### src/rtl/edge_detector_filt.sv
// Multi-channel edge detector: per-channel synchroniser, programmable glitch filter,
// enabled edge pulses, sticky event flags and a registered interrupt summary.
module edge_detector_filt #(
  parameter int unsigned WIDTH       = 8,
  parameter int unsigned SYNC_STAGES = 2,
  parameter int unsigned FILT_W      = 4,
  parameter bit          RESET_LEVEL = 1'b0
) (
  input  logic              CLK,
  input  logic              RST,
  input  logic [WIDTH-1:0]  signal,
  input  logic [FILT_W-1:0] filt_len,
  input  logic [WIDTH-1:0]  pos_en,
  input  logic [WIDTH-1:0]  neg_en,
  input  logic [WIDTH-1:0]  clr,
  output logic [WIDTH-1:0]  filtered,
  output logic [WIDTH-1:0]  pos_edge,
  output logic [WIDTH-1:0]  neg_edge,
  output logic [WIDTH-1:0]  event_flag,
  output logic              irq
);

  localparam logic [WIDTH-1:0] ResetVec = {WIDTH{RESET_LEVEL}};

  logic [WIDTH-1:0]  sync_q [SYNC_STAGES];
  logic [WIDTH-1:0]  sync_out;
  logic [FILT_W-1:0] cnt_q  [WIDTH];
  logic [FILT_W-1:0] cnt_d  [WIDTH];
  logic [WIDTH-1:0]  filt_q, filt_d;
  logic [WIDTH-1:0]  pos_q, pos_d;
  logic [WIDTH-1:0]  neg_q, neg_d;
  logic [WIDTH-1:0]  flag_q, flag_d;
  logic              irq_q, irq_d;
  logic              filt_on;

  always_ff @(posedge CLK or posedge RST) begin
    if (RST) begin
      for (int k = 0; k < SYNC_STAGES; k++) sync_q[k] <= ResetVec;
    end else begin
      sync_q[0] <= signal;
      for (int k = 1; k < SYNC_STAGES; k++) sync_q[k] <= sync_q[k-1];
    end
  end

  assign sync_out = sync_q[SYNC_STAGES-1];
  assign filt_on  = filt_len > FILT_W'(1);

  // The >= threshold lets a shortened filt_len release a channel that has already counted past it.
  always_comb begin
    filt_d = filt_q;
    for (int i = 0; i < WIDTH; i++) begin
      cnt_d[i] = '0;
      if (!filt_on) begin
        filt_d[i] = sync_out[i];
      end else if (sync_out[i] != filt_q[i]) begin
        if (cnt_q[i] >= filt_len - FILT_W'(1)) begin
          filt_d[i] = sync_out[i];
        end else begin
          cnt_d[i] = cnt_q[i] + FILT_W'(1);
        end
      end
    end
  end

  always_comb begin
    pos_d  = pos_en & filt_d & ~filt_q;
    neg_d  = neg_en & ~filt_d & filt_q;
    // A new edge takes priority over a clear on the same clock.
    flag_d = pos_d | neg_d | (flag_q & ~clr);
    irq_d  = |flag_d;
  end

  always_ff @(posedge CLK or posedge RST) begin
    if (RST) begin
      for (int i = 0; i < WIDTH; i++) cnt_q[i] <= '0;
      filt_q <= ResetVec;
      pos_q  <= '0;
      neg_q  <= '0;
      flag_q <= '0;
      irq_q  <= 1'b0;
    end else begin
      for (int i = 0; i < WIDTH; i++) cnt_q[i] <= cnt_d[i];
      filt_q <= filt_d;
      pos_q  <= pos_d;
      neg_q  <= neg_d;
      flag_q <= flag_d;
      irq_q  <= irq_d;
    end
  end

  assign filtered   = filt_q;
  assign pos_edge   = pos_q;
  assign neg_edge   = neg_q;
  assign event_flag = flag_q;
  assign irq        = irq_q;

endmodule

### config.mk
export PLATFORM = sky130hd
export DESIGN_NAME = edge_detector_filt
export DESIGN_NICKNAME = d
export VERILOG_FILES = /design/src/rtl/edge_detector_filt.sv
export SDC_FILE = /design/constraint.sdc
export NUM_CORES = 1
export LEC_CHECK = 0
export ABC_AREA = 0
export ABC_CLOCK_PERIOD_IN_PS = 3430
export CAP_MARGIN = 20
export CORE_MARGIN = 5
export CORE_UTILIZATION = 30
export CTS_CLUSTER_DIAMETER = 40
export DETAILED_ROUTE_END_ITERATION = 6
export SYNTH_ARGS = -nofsm -noshare
export SYNTH_HDL_FRONTEND = slang
export SYNTH_SLANG_ARGS = --single-unit
### constraint.sdc
create_clock -name CLK -period 3.43 [get_ports CLK]
set_input_delay 0.686 -clock CLK [delete_from_list [all_inputs] [get_ports CLK]]
set_output_delay 0.686 -clock CLK [all_outputs]
set_load 0.1 [all_outputs]
=== Yosys cells after proc, flatten, opt, wreduce, memory -nomap -nowiden ===
Cells that the tools add are included.
W data, S select, Z words.

* Add/sub/neg operators: 9
* Multipliers: 0
* Divide/modulo/power cells: 0
* Order comparisons: 9
* Equal/unequal tests: 8
* Shift operators: 0
* Muxes and demuxes: 48
* Bitwise operators: 10
* Reduce and logical (&&, ||, !) cells: 1

{| class="wikitable"
|+ Operators with widths
! operator !! count
|-
| $mux W4 || 24
|-
| $and A8 B8 Y8 || 5
|-
| $add A4 B1 Y4 const B || 8
|-
| $ge A4 B4 Y1 || 8
|-
| $mux W1 || 24
|-
| $not A8 Y8 || 3
|-
| $or A8 B8 Y8 || 2
|-
| $ne A1 B1 Y1 || 8
|-
| $reduce_or A8 Y1 || 1
|-
| $gt A4 B1 Y1 const B || 1
|-
| $sub A4 B1 Y4 const B || 1
|}

* Register bits after elaboration: 81
* Bits in latches: 0
* RAM bits: 0
* Memory bits (read-only): 0
* Output and inout bits: 33
* Word-level logic and storage cells: 100
* Memories: 0

=== Longest topological paths before layout ===
Gate-level depths: netlist (run 1).

* Depth after elaboration: 11
* Depth in mapped cells: 9

=== Worst setup path after synthesis (run 1) ===
Ideal clock, no wire load.

* Kind: input-to-reg
* Start: input port filt_len[0]
* End: register irq_q, in the netlist irq
* Library setup time: 0.139 ns
* Data arrival time: 3.184 ns
* Slack: 0.108 ns
* Stages on the path: 9
* Buffers on the path: 0
* Cells stage by stage: inv_1 > ha_1 > xnor2_1 > ha_1 > and2_1 > a221o_1 > a31oi_1 > o221ai_1 > or4_1

* Word-level cells in the longest chain between the ends: 11

{| class="wikitable"
|+ Ends and longest elaborated chain
! what !! line !! source
|-
| from (decl) || 12 || <nowiki>input logic [FILT_W-1:0] filt_len,</nowiki>
|-
| $sub A4 B1 Y4 || 56 || <nowiki>if (cnt_q[i] >= filt_len - FILT_W'(1)) begin</nowiki>
|-
| $ge A4 B4 Y1 || 56 ||
|-
| $mux W1 || 56 ||
|-
| $mux W1 || 55 || <nowiki>end else if (sync_out[i] != filt_q[i]) begin</nowiki>
|-
| $mux W1 || 53 || <nowiki>if (!filt_on) begin</nowiki>
|-
| $not A8 Y8 || 67 || <nowiki>neg_d = neg_en & ~filt_d & filt_q;</nowiki>
|-
| $and A8 B8 Y8 (2 in series) || 67 ||
|-
| $or A8 B8 Y8 (*) (2 in series) || 69 || <nowiki>flag_d = pos_d | neg_d | (flag_q & ~clr);</nowiki>
|-
| $reduce_or A8 Y1 (*) || 70 || <nowiki>irq_d = |flag_d;</nowiki>
|-
| named net irq_d || 33 || <nowiki>logic irq_q, irq_d;</nowiki>
|-
| to (signal assigned) || 87 || <nowiki>irq_q <= irq_d;</nowiki>
|-
| to (decl) || 33 ||
|}

The timed path passes the listed nets; every way through them passes the cells marked *.

=== Worst setup path in the final report (run 1) ===
Same ends and word-level chain as after synthesis.

==> results of run 1 <==
-- timing repair --
item                       CTS  global route
buffers inserted             0             1
setup endpoints to repair    1             7
pin swaps                    0             2
resized for setup            2             5
-- synth_stat cells --
| library cell | instances |
|---|---|
| o22ai_1 | 2 |
| or4_4 | 1 |
| a221o_1 | 1 |
| xor2_1 | 9 |
| nand2_1 | 11 |
| clkbuf_1 | 2 |
| nor2b_1 | 19 |
| o21ai_0 | 7 |
| o32ai_1 | 1 |
| a21o_1 | 2 |
| mux2_1 | 7 |
| or3b_1 | 4 |
| mux2_2 | 1 |
| and2_1 | 2 |
| ha_1 | 34 |
| buf_2 | 2 |
| nor2_1 | 42 |
| nor4b_1 | 2 |
| xnor2_1 | 15 |
| maj3_1 | 7 |
| a21oi_1 | 7 |
| nor4_1 | 7 |
| nor3_1 | 4 |
| buf_6 | 1 |
| a2111oi_0 | 2 |
| o41ai_1 | 6 |
| a2111oi_1 | 5 |
| nand2b_1 | 2 |
| a211o_1 | 1 |
| inv_1 | 13 |
| and3_1 | 8 |
| nand3_1 | 8 |
| or4_1 | 1 |
| and2_4 | 1 |
| nand3b_1 | 17 |
| o221ai_1 | 2 |
| o31ai_1 | 1 |
| o21ai_1 | 3 |
| dfrtp_1 | 81 |
| a31oi_1 | 1 |
-- report_power, final --
group | leakage (nW) | internal (mW) | switching (mW)
Combinational | 1.29 | 0.631 | 1.08
Clock | 0.129 | 0.523 | 0.356
Sequential | 1.06 | 1.13 | 0.169
-- kinds of logic (layout without fill, tap and decap cells) --
logic type	count (synthesis)	in the layout	share of synthesized area [%]
muxes	8	8	2.312
xor gates and xnor gates	24	24	5.395
adders and majority gates	41	41	12.72
DFF	81	81	52.02
buffers and inverters	18	140	1.991
and+or+nand+nor	129	129	18.08
AOI/OAI and AO/OA	41	41	7.482
-- worst max-delay path by stage --
| stage | from | end | slack [ns] | cells past startpoint |
|---|---|---|---|---|
| floorplan | filt_len[0] | irq | 0.11 | 9 |
| global placement | filt_len[0] | irq | -0.27 | 12 |
| detailed placement | filt_len[0] | irq | -0.40 | 12 |
| CTS | filt_len[0] | irq | 0.02 | 12 |
| global route | filt_len[0] | irq | -0.08 | 11 |
| finish | filt_len[0] | irq | 0.06 | 11 |
-- flip-flops by register name, indices dropped and copies added, names as in the netlist --
signal and count:
cnt_q 32, event_flag 8, filtered 8, irq 1, neg_edge 8, pos_edge 8
sync_out 8, sync_q 8
-- through the flow --
step | setup TNS (ns) | cell area (um2) | setup WS (ns) | power, mW | hold WS (ns)
floorplan | 0 | 3896 | 0.1076 | 2.464 | 0.3312
global placement | -1.394 | 5080 | -0.2675 | 2.972 | 0.3332
detailed placement | -3.057 | 5080 | -0.3985 | 3.015 | 0.3347
CTS | 0 | 5354 | 0.01766 | 3.917 | 0.3479
global route | -0.1092 | 5391 | -0.07810 | 4.139 | 0.3507
finish | 0 | 5391 | 0.05722 | 3.893 | 0.3463
-- critical path, stage by stage --
cell and delay (ns):
clkdlybuf4s50_1 0.48, inv_1 0.06, ha_1 0.22, xnor2_1 0.13
buf_4 0.17, ha_1 0.28, a21oi_1 0.11, o21ai_0 0.17
a2111oi_1 0.58, o32ai_1 0.19, or4_1 0.49
-- final cells by class --
cell class | count | area, um2 | share of cell area [%]
flip-flops and latches | 81 | 2027 | 37.60
multi-input cells | 243 | 1826 | 33.86
repair buffers | 113 | 1010 | 18.73
clock buffers | 14 | 264.0 | 4.897
well taps | 172 | 215.2 | 3.992
inverters | 13 | 50.05 | 0.9283
-- layer usage --
layer | share of wire [%] | vias up | global-route usage [%]
met5 | 0 | - | 0
met4 | 2.0 | 0 | 5.613
met3 | 3.5 | 13 | 2.952
met2 | 49 | 38 | 20.11
met1 | 45 | 1385 | 15.76
li1 | - | 1457 | -
==> flow_summary.yaml, run 1 <==
clocking:
  clk_pin_slew_worst_paths_ns: 0.06
  clock_latency_ns: 0.33
  cts_tree: "built"
  clockRootBuffer: "clkbuf_16"
  cts_max_path_buffers: 2
  cts_buffers: 9
  cts_sinks: 81
  htreeDepth: 3
  cts_hold_buffers: 0
sta:
  fin_crit_sh_pct: 98.33
  setup_viol: 0
  skew_ns: 0.002527
  grt_setup_unrepaired: "yes"
  period_minus_slack_ns: 3.373
  tightest_slew_ns: 0.9839
  drv_slew: 0
  relSlewSlack_pct: 34.20
  clock.fmax_ghz: 0.2965
  hold_viol: 0
pwr:
  pwr_density_cell_mw_per_mm2: 722.0
  ir_worst_vdd_mv: 0.4365
  p_leak_nw: 2.481
worst_hold_path:
  min-delay-start: "sync_q[8]"
  min_delay_path_depth: 0
  min_path_type: "reg -> reg"
  holdPathEnd: "sync_out[0]"
floorplanning:
  dieArea_mm2: 0.01537
  die_w_um: 124.0
  start_util_pct: 30.75
  io_pins: 71
  die_h_um: 124.0
  row_count: 41
  core_mm2: 0.01267
cells_and_area:
  fin_nets: 533
  final_common_cell: "dfrtp_1"
  fillers: 1226
  final_core_util_pct: 42.55
  layout_common_cells: "81 x dfrtp_1, 58 x clkdlybuf4s50_1, 53 x buf_4"
  diodes: 0
  drive_gt1_share_pct: 16.38
  final_cell_count_no_fill: 636
  area_growth_pct: 38.38
logic_synthesis:
  ys_types: 40
  syn-num-nets: 414
  ys_seq_area_share_pct: 52.02
  synth_top_cell_area_share_pct: 52.02
  synth_top_area_cell: "dfrtp_1"
  ys_top_cells_by_area: "dfrtp_1 52%, ha_1 11%, nor2_1 4.0%"
  yosysWarningCount: 0
  synth_cells: 342
  ys_seq_elements: 81
  avgSynthCellArea_um2: 11.39
  syn-cell-area_mm2: 0.003896
detailed_routing:
  drtPass1Iterations: 4
  via_count: 2893
  avgViaCountPerCell: 4.549
  detail-route-antenna-nets: 0
  drt_iter0_markers: 118
  avgRoutedWirePerCell_um: 13.68
  wl_um: 8699
  drcViolationCount: 0
grt:
  grt.total_usage_pct: 12.42
  grt_pass1_vias: 3068
  grt_max_degree: 82
  grt_overflow: 0
  antenna_found_initial: 0
  grt_pass1_wl_um: 14840
setup_path:
  crit_type: "in -> reg"
  rr_startpoint: "cnt_q[30]"
  timing.rr.end: "irq"
  start_kind: "input pin"
  cp_data_required_time_ns: 3.64
  reg2reg_slack_ns: 1.04
  worst_r2r_path_depth: 6
  worstPathMaxFanout: 7
  crit_arrival_ns: 3.58
  end_kind: "register"
placement:
  gp_congestion: 0.7331
  numPortBuffers: 70
  hpwl_um: 6368
  dp_cells: 620
flow_run:
  max-cap-violations: 0
run_status:
  outcome: "complete, no violations"
(Power assumes the default switching activity.)
==> run 2: changes to the inputs <==
--- a/config.mk
+++ b/config.mk
@@ -5,7 +5,6 @@
 export SDC_FILE = /design/constraint.sdc
 export NUM_CORES = 1
 export LEC_CHECK = 0
-export ABC_AREA = 0
 export ABC_CLOCK_PERIOD_IN_PS = 3430
 export CAP_MARGIN = 20
 export CORE_MARGIN = 5
==> results of run 2 <==
The final DEF is identical to that of run 1; final timing and power are the same.
